===== src/rtl/nonce_scheduler_if.sv =====
// Launch/result handshake between the nonce scheduler and the SHA-256d hash core.
// The scheduler drives the master side and the hash core drives the slave side.
interface nonce_scheduler_if;
  logic         core_start;
  logic [31:0]  core_nonce;
  logic         core_done;
  logic [255:0] core_hash;

  modport master (
    output core_start,
    output core_nonce,
    input  core_done,
    input  core_hash
  );

  modport slave (
    input  core_start,
    input  core_nonce,
    output core_done,
    output core_hash
  );
endinterface


===== src/rtl/nonce_scheduler.sv =====
// Bounded, abortable nonce search. For each nonce it launches the hash core, waits with a
// timeout guard, and compares the returned hash against the latched target.
module nonce_scheduler #(
  parameter int TIMEOUT = 200,
  parameter int CNT_W   = 32
) (
  input  logic               clock,
  input  logic               reset,
  input  logic               start,
  input  logic               abort,
  input  logic [31:0]        nonce_base,
  input  logic [31:0]        nonce_limit,
  input  logic [255:0]       target,
  nonce_scheduler_if.master  core,
  output logic               busy,
  output logic               found,
  output logic [31:0]        found_nonce,
  output logic               exhausted,
  output logic               fault,
  output logic [CNT_W-1:0]   attempts
);

  localparam int TW = $clog2(TIMEOUT) + 1;

  typedef enum logic [2:0] {
    IDLE, LAUNCH, WAIT, CHECK, FOUND, DONE, FAULT
  } stateT;

  stateT            stateReg, stateNext;
  logic [31:0]      nonceReg, limitReg, foundNonceReg;
  logic [255:0]     targetReg, hashReg;
  logic [CNT_W-1:0] attemptsReg;
  logic [TW-1:0]    timerReg;
  logic [7:0]       wordLt, wordEq;
  logic             hashHit, timedOut, acceptStart, doCheck;

  // Word-sliced magnitude compare keeps the 256-bit carry chain short.
  for (genvar gi = 0; gi < 8; gi++) begin : gWord
    assign wordLt[gi] = hashReg[gi*32 +: 32] <  targetReg[gi*32 +: 32];
    assign wordEq[gi] = hashReg[gi*32 +: 32] == targetReg[gi*32 +: 32];
  end

  always_comb begin
    hashHit = 1'b1;
    for (int i = 0; i < 8; i++) begin
      hashHit = wordLt[i] | (wordEq[i] & hashHit);
    end
  end

  assign timedOut = (timerReg == TW'(TIMEOUT - 1));

  always_comb begin
    stateNext   = stateReg;
    acceptStart = 1'b0;
    doCheck     = 1'b0;
    if (abort) begin
      stateNext = IDLE;
    end else begin
      case (stateReg)
        IDLE, FOUND, DONE, FAULT: begin
          if (start) begin
            acceptStart = 1'b1;
            stateNext   = LAUNCH;
          end
        end
        LAUNCH: stateNext = WAIT;
        WAIT: begin
          if (core.core_done) stateNext = CHECK;
          else if (timedOut)  stateNext = FAULT;
        end
        CHECK: begin
          doCheck = 1'b1;
          if (hashHit)                   stateNext = FOUND;
          else if (nonceReg == limitReg) stateNext = DONE;
          else                           stateNext = LAUNCH;
        end
        default: stateNext = IDLE;
      endcase
    end
  end

  always_ff @(posedge clock) begin
    if (reset) begin
      stateReg      <= IDLE;
      nonceReg      <= '0;
      limitReg      <= '0;
      targetReg     <= '0;
      hashReg       <= '0;
      foundNonceReg <= '0;
      attemptsReg   <= '0;
      timerReg      <= '0;
    end else begin
      stateReg <= stateNext;
      if (acceptStart) begin
        nonceReg    <= nonce_base;
        limitReg    <= nonce_limit;
        targetReg   <= target;
        attemptsReg <= '0;
      end
      if (stateReg == LAUNCH) begin
        timerReg <= '0;
      end else if (stateReg == WAIT) begin
        timerReg <= timerReg + 1'b1;
      end
      if (stateReg == WAIT && core.core_done && !abort) begin
        hashReg <= core.core_hash;
      end
      if (doCheck) begin
        attemptsReg <= attemptsReg + 1'b1;
        if (hashHit) begin
          foundNonceReg <= nonceReg;
        end else if (nonceReg != limitReg) begin
          nonceReg <= nonceReg + 32'd1;
        end
      end
    end
  end

  // Gated by reset so a search caught in LAUNCH never fires the core during reset.
  assign core.core_start = (stateReg == LAUNCH) && !reset;
  assign core.core_nonce = nonceReg;

  assign busy        = (stateReg == LAUNCH) || (stateReg == WAIT) || (stateReg == CHECK);
  assign found       = (stateReg == FOUND);
  assign exhausted   = (stateReg == DONE);
  assign fault       = (stateReg == FAULT);
  assign found_nonce = foundNonceReg;
  assign attempts    = attemptsReg;

endmodule

===== src/flat_wrapper.sv =====
// flat-port wrapper written by rule: the top's interface ports become plain ports
module nonce_scheduler_flat 
#(
  parameter int TIMEOUT = 200,
  parameter int CNT_W   = 32
)
  (clock, reset, start, abort, nonce_base, nonce_limit, target, busy, found, found_nonce, exhausted, fault, attempts, core_core_start, core_core_nonce, core_core_done, core_core_hash);
  nonce_scheduler_if core_i ();
  input  logic clock;
  input  logic reset;
  input  logic start;
  input  logic abort;
  input  logic [31:0] nonce_base;
  input  logic [31:0] nonce_limit;
  input  logic [255:0] target;
  output logic busy;
  output logic found;
  output logic [31:0] found_nonce;
  output logic exhausted;
  output logic fault;
  output logic [CNT_W-1:0] attempts;
  output wire logic [$bits(core_i.core_start)-1:0] core_core_start;
  output wire logic [$bits(core_i.core_nonce)-1:0] core_core_nonce;
  input wire logic [$bits(core_i.core_done)-1:0] core_core_done;
  input wire logic [$bits(core_i.core_hash)-1:0] core_core_hash;
  assign core_core_start = core_i.core_start;
  assign core_core_nonce = core_i.core_nonce;
  assign core_i.core_done = core_core_done;
  assign core_i.core_hash = core_core_hash;
  nonce_scheduler #(.TIMEOUT(TIMEOUT), .CNT_W(CNT_W)) u_core (.clock(clock), .reset(reset), .start(start), .abort(abort), .nonce_base(nonce_base), .nonce_limit(nonce_limit), .target(target), .core(core_i), .busy(busy), .found(found), .found_nonce(found_nonce), .exhausted(exhausted), .fault(fault), .attempts(attempts));
endmodule

===== config.mk =====
export PLATFORM = sky130hd
export DESIGN_NAME = nonce_scheduler_flat
export DESIGN_NICKNAME = d
export VERILOG_FILES = /design/src/rtl/nonce_scheduler_if.sv /design/src/rtl/nonce_scheduler.sv /design/src/flat_wrapper.sv
export SDC_FILE = /design/constraint.sdc
export NUM_CORES = 2
export LEC_CHECK = 0
export CAP_MARGIN = 20
export CORE_AREA = 2 2 269 271
export CTS_CLUSTER_DIAMETER = 150
export DETAILED_ROUTE_END_ITERATION = 16
export DIE_AREA = 0 0 271 273
export GPL_ROUTABILITY_DRIVEN = 1
export PLACE_DENSITY = 0.73
export SLEW_MARGIN = 25
export SYNTH_ARGS = -nofsm -noshare
export SYNTH_HDL_FRONTEND = slang
export SYNTH_SLANG_ARGS = --single-unit

===== constraint.sdc =====
create_clock -name clock -period 3.6 [get_ports clock]
set_input_delay 0.72 -clock clock [delete_from_list [all_inputs] [get_ports clock]]
set_output_delay 0.72 -clock clock [all_outputs]
set_load 0.02 [all_outputs]

==> impl_results.md <==
- Cell Chain, Critical Path: inv_1, ha_4, nand4_1, nor4_2, nand2_1, or3_1, o21ai_1, o221ai_2, buf_6, buf_4, o311a_4, buf_6, or4_1, o211ai_1
- Worst Tran Pin Value: 1.072 ns
- Hold buffers post-CTS: 0
- Placed cell count: 5542
- Leading post-synthesis cells by cell area: dfxtp_1, nand2_1, a21oi_1, ha_1, inv_1
- Synth async-reset ratio: 0%
- Worst-path fanout max: 7
- Syn nets: 4902
- ANT nets after route: 0
- Busiest layer in global routing: met2
- Clk root buf: clkbuf_16
- Met2 Track Usage GR: 45.52%
- Area of the core: 71000 sq um
- Initial antenna violation count: 19
- Final worst slack: 0.1384 ns
- Kind of critical path: flop to flop
- Final period util: 96.15%
- Total I/O pin count: 682
- Slowest CP cell: or4_1
- Static Leak: 15.52 nW
- Post-synth top area cell: dfxtp_1
- Worst Path Required: 4.14 ns
- Port Buf Inserts: 681
- CTS tree: done
- Post-synth top flop: dfxtp_1
- #FFs+latches synth: 652
- Slew Viols, Final: 0
- Setup Viol. Count Final: 0
- Leading cell type in the layout, fill and taps excluded: nand2_1
- Ys Warns: 0
- Final WL: 104.0 mm
- CTS Sinks: 652
- Filler cells: 6389
- Syn_area_per_cell: 7.660 sq um
- Width of the die: 271 um
- Placer Congestion: 0.9361
- P&R area growth vs syn: 34.30%
- Via Count: 30.50k
- Global-route wire length before repair: 158.4 mm
- Arr. time, crit path: 4.00 ns
- Clock-pin transition on the worst setup and hold timing paths: 0.06 ns
- Std-Cell Rows: 98
- Number of synthesized flops with an enable pin: 0
- DP HPWL: 75.62 mm
- Top-area cell type share of the netlist area: 41.95%
- CP startpoint kind: flop
- CTS Buffer Depth: 3
- Max VDD drop: 285.0 uV
- Status: finished, final reports clean
- Post-Syn Area: 31110 sq um
- Skew-Pair Late Insertion Delay: 0.62 ns
- GRT overflow: 0
- Slew headroom: 28.54%
- Largest net degree at the start of global routing: 225
- Iter 0 DRT Violations: 2191
- Share of cells above drive strength 1: 5.209%
- Max_cap viols: 0
- Initial cell density of the core: 43.83%
- Post-route insts no fill: 5689
- Vias in the first global route: 29.13k
- Most used cell, CP: buf_6
- Layout Nets: 5511
- Min Tclk post-route: 3.462 ns
- Achievable Freq: 0.2889 GHz
- Post-synthesis cell type count: 66
- Final Hold Violating Endpoints: 0
- Post-synthesis sequential area ratio: 41.95%
- Power per cell area: 413.5 nW/um^2
- Critical path buffers and inverters: 4
- Met1 usage: 33.02%
- Num CTS Buffers: 71
- Drt drc: 0
- Synth Instances: 4062
- Hold WC Path Type: flop to flop
- Crit-path max cell delay: 0.52 ns
- DIE AREA: 73980 sq um
- Wirelength per Cell: 18.27 um
- Cell family with most CP delay: simple AND/OR/NAND/NOR gates
- Die Y: 273 um
- Vias per cell: 5.361
- Max Clock Skew: 0.03798 ns
- Area taken by multi-input logic gates: 16240 sq um
- Pre-CTS WS: 0.005317 ns
- Commonest cells after routing, fill and taps aside: nand2_1, clkdlybuf4s50_1, a21oi_1
- Gr usage total: 26.83%
- DRT Pass-1 Iters: 5
- GR Util met3: 5.360%
- CP Capture Type: flop
- CTS H-tree lvls: 3
- Register area: 13050 sq um
==> stage by stage <==
stage,hold WS [ns],total power [mW],setup TNS (ns),util [%],cell area [sq um]
after floorplan,0.4363,8.604,0,-,31110
after global routing,0.4680,17.86,-0.007459,58.84,41780
after detailed placement,0.4465,9.742,0,55.15,39160
final,0.4509,17.28,0,58.86,41790
after global placement,0.4421,9.718,0,55.15,39160
after CTS,0.4543,17.35,0,58.60,41600
==> cell type report <==
type / instances / share of cell area, %
Antenna cell: 16 / 0.09581
Clock buffer: 96 / 4.740
Clock inverter: 29 / 1.090
Inverter: 266 / 2.389
Multi-Input combinational cell: 2905 / 38.86
Sequential cell: 652 / 31.24
Tap cell: 950 / 2.844
Timing Repair Buffer: 775 / 18.75
==> worst paths after layout <==
kind / slack [ns] / end / start / depth (start not counted)
setup / recovery: 0.14 / u_core.core.core_nonce[29] / u_core.targetReg[26] / 14
hold / removal: 0.45 / u_core.targetReg[222] / u_core.targetReg[222] / 2
setup reg to reg: 0.14 / u_core.core.core_nonce[29] / u_core.targetReg[26] / 14
hold reg to reg: 0.45 / u_core.targetReg[222] / u_core.targetReg[222] / 2
==> power breakdown <==
group          leakage [nW]  switching [mW]  internal (mW)  total (mW)
Combinational          9.05            1.04           1.06        2.10
Clock                  1.19            3.15           4.48        7.63
Sequential             5.29           0.143           7.41        7.55
Total                  15.5            4.33           13.0        17.3
==> state kept, by name (all words and copies together) (netlist names) <==
register and flops:
u_core.timerReg 9, u_core.hashReg 256, u_core.targetReg 256, u_core.limitReg 32, u_core.attempts 32, u_core.core.core_nonce 32, u_core.found_nonce 32, u_core.stateReg 3
==> cell families after synthesis <==
| kind of cell | after synthesis | synth area share (%) |
|---|---|---|
| AND/OR/NAND/NOR | 1694 | 23.19 |
| AO/OA/AOI/OAI | 878 | 15.97 |
| flip-flops | 652 | 41.95 |
| buffers and inverters | 505 | 6.245 |
| adder cells (fa/ha/maj) | 259 | 10.41 |
| XOR/XNOR | 38 | 1.070 |
| multiplexers | 36 | 1.166 |
==> worst min-delay path, stage by stage, from the launching register on <==
cell and delay (ns):
dfxtp_1 0.30, nand2_1 0.05, a21oi_1 0.05
==> synthesized netlist by cell type (all sizes together), types with 4 or more instances <==
cell,n
a2111oi,4
a211o,4
a211oi,13
a21o,23
a21oi,657
a221oi,8
a311oi,6
a31oi,26
and2,30
and3,23
and4,7
buf,18
clkbuf,221
dfxtp,652
ha,259
inv,266
mux2i,34
nand2,1243
nand2b,11
nand3,105
nand4,55
nand4b,8
nor2,82
nor2b,18
nor3,32
nor3b,5
nor4,21
o211ai,28
o21a,8
o21ai,42
o221ai,26
o311ai,4
o31a,6
or2,10
or3,16
or4,23
xor2,37
==> metal layers <==
metal	wire length [um]	vias to the layer above	part of all wire (%)
met1	42030	14180	40
met4	4176	10	4.0
met5	58	-	0.056
met3	7979	239	7.7
li1	-	14890	-
met2	49720	1182	48
==> repair_timing <==
action	4_1_cts	5_1_grt
gates resized for setup	1	21
pin swaps	1	10
setup buffers	1	4
gates cloned	0	1
setup endpoints to repair	24	65
(Power assumes the default switching activity.)
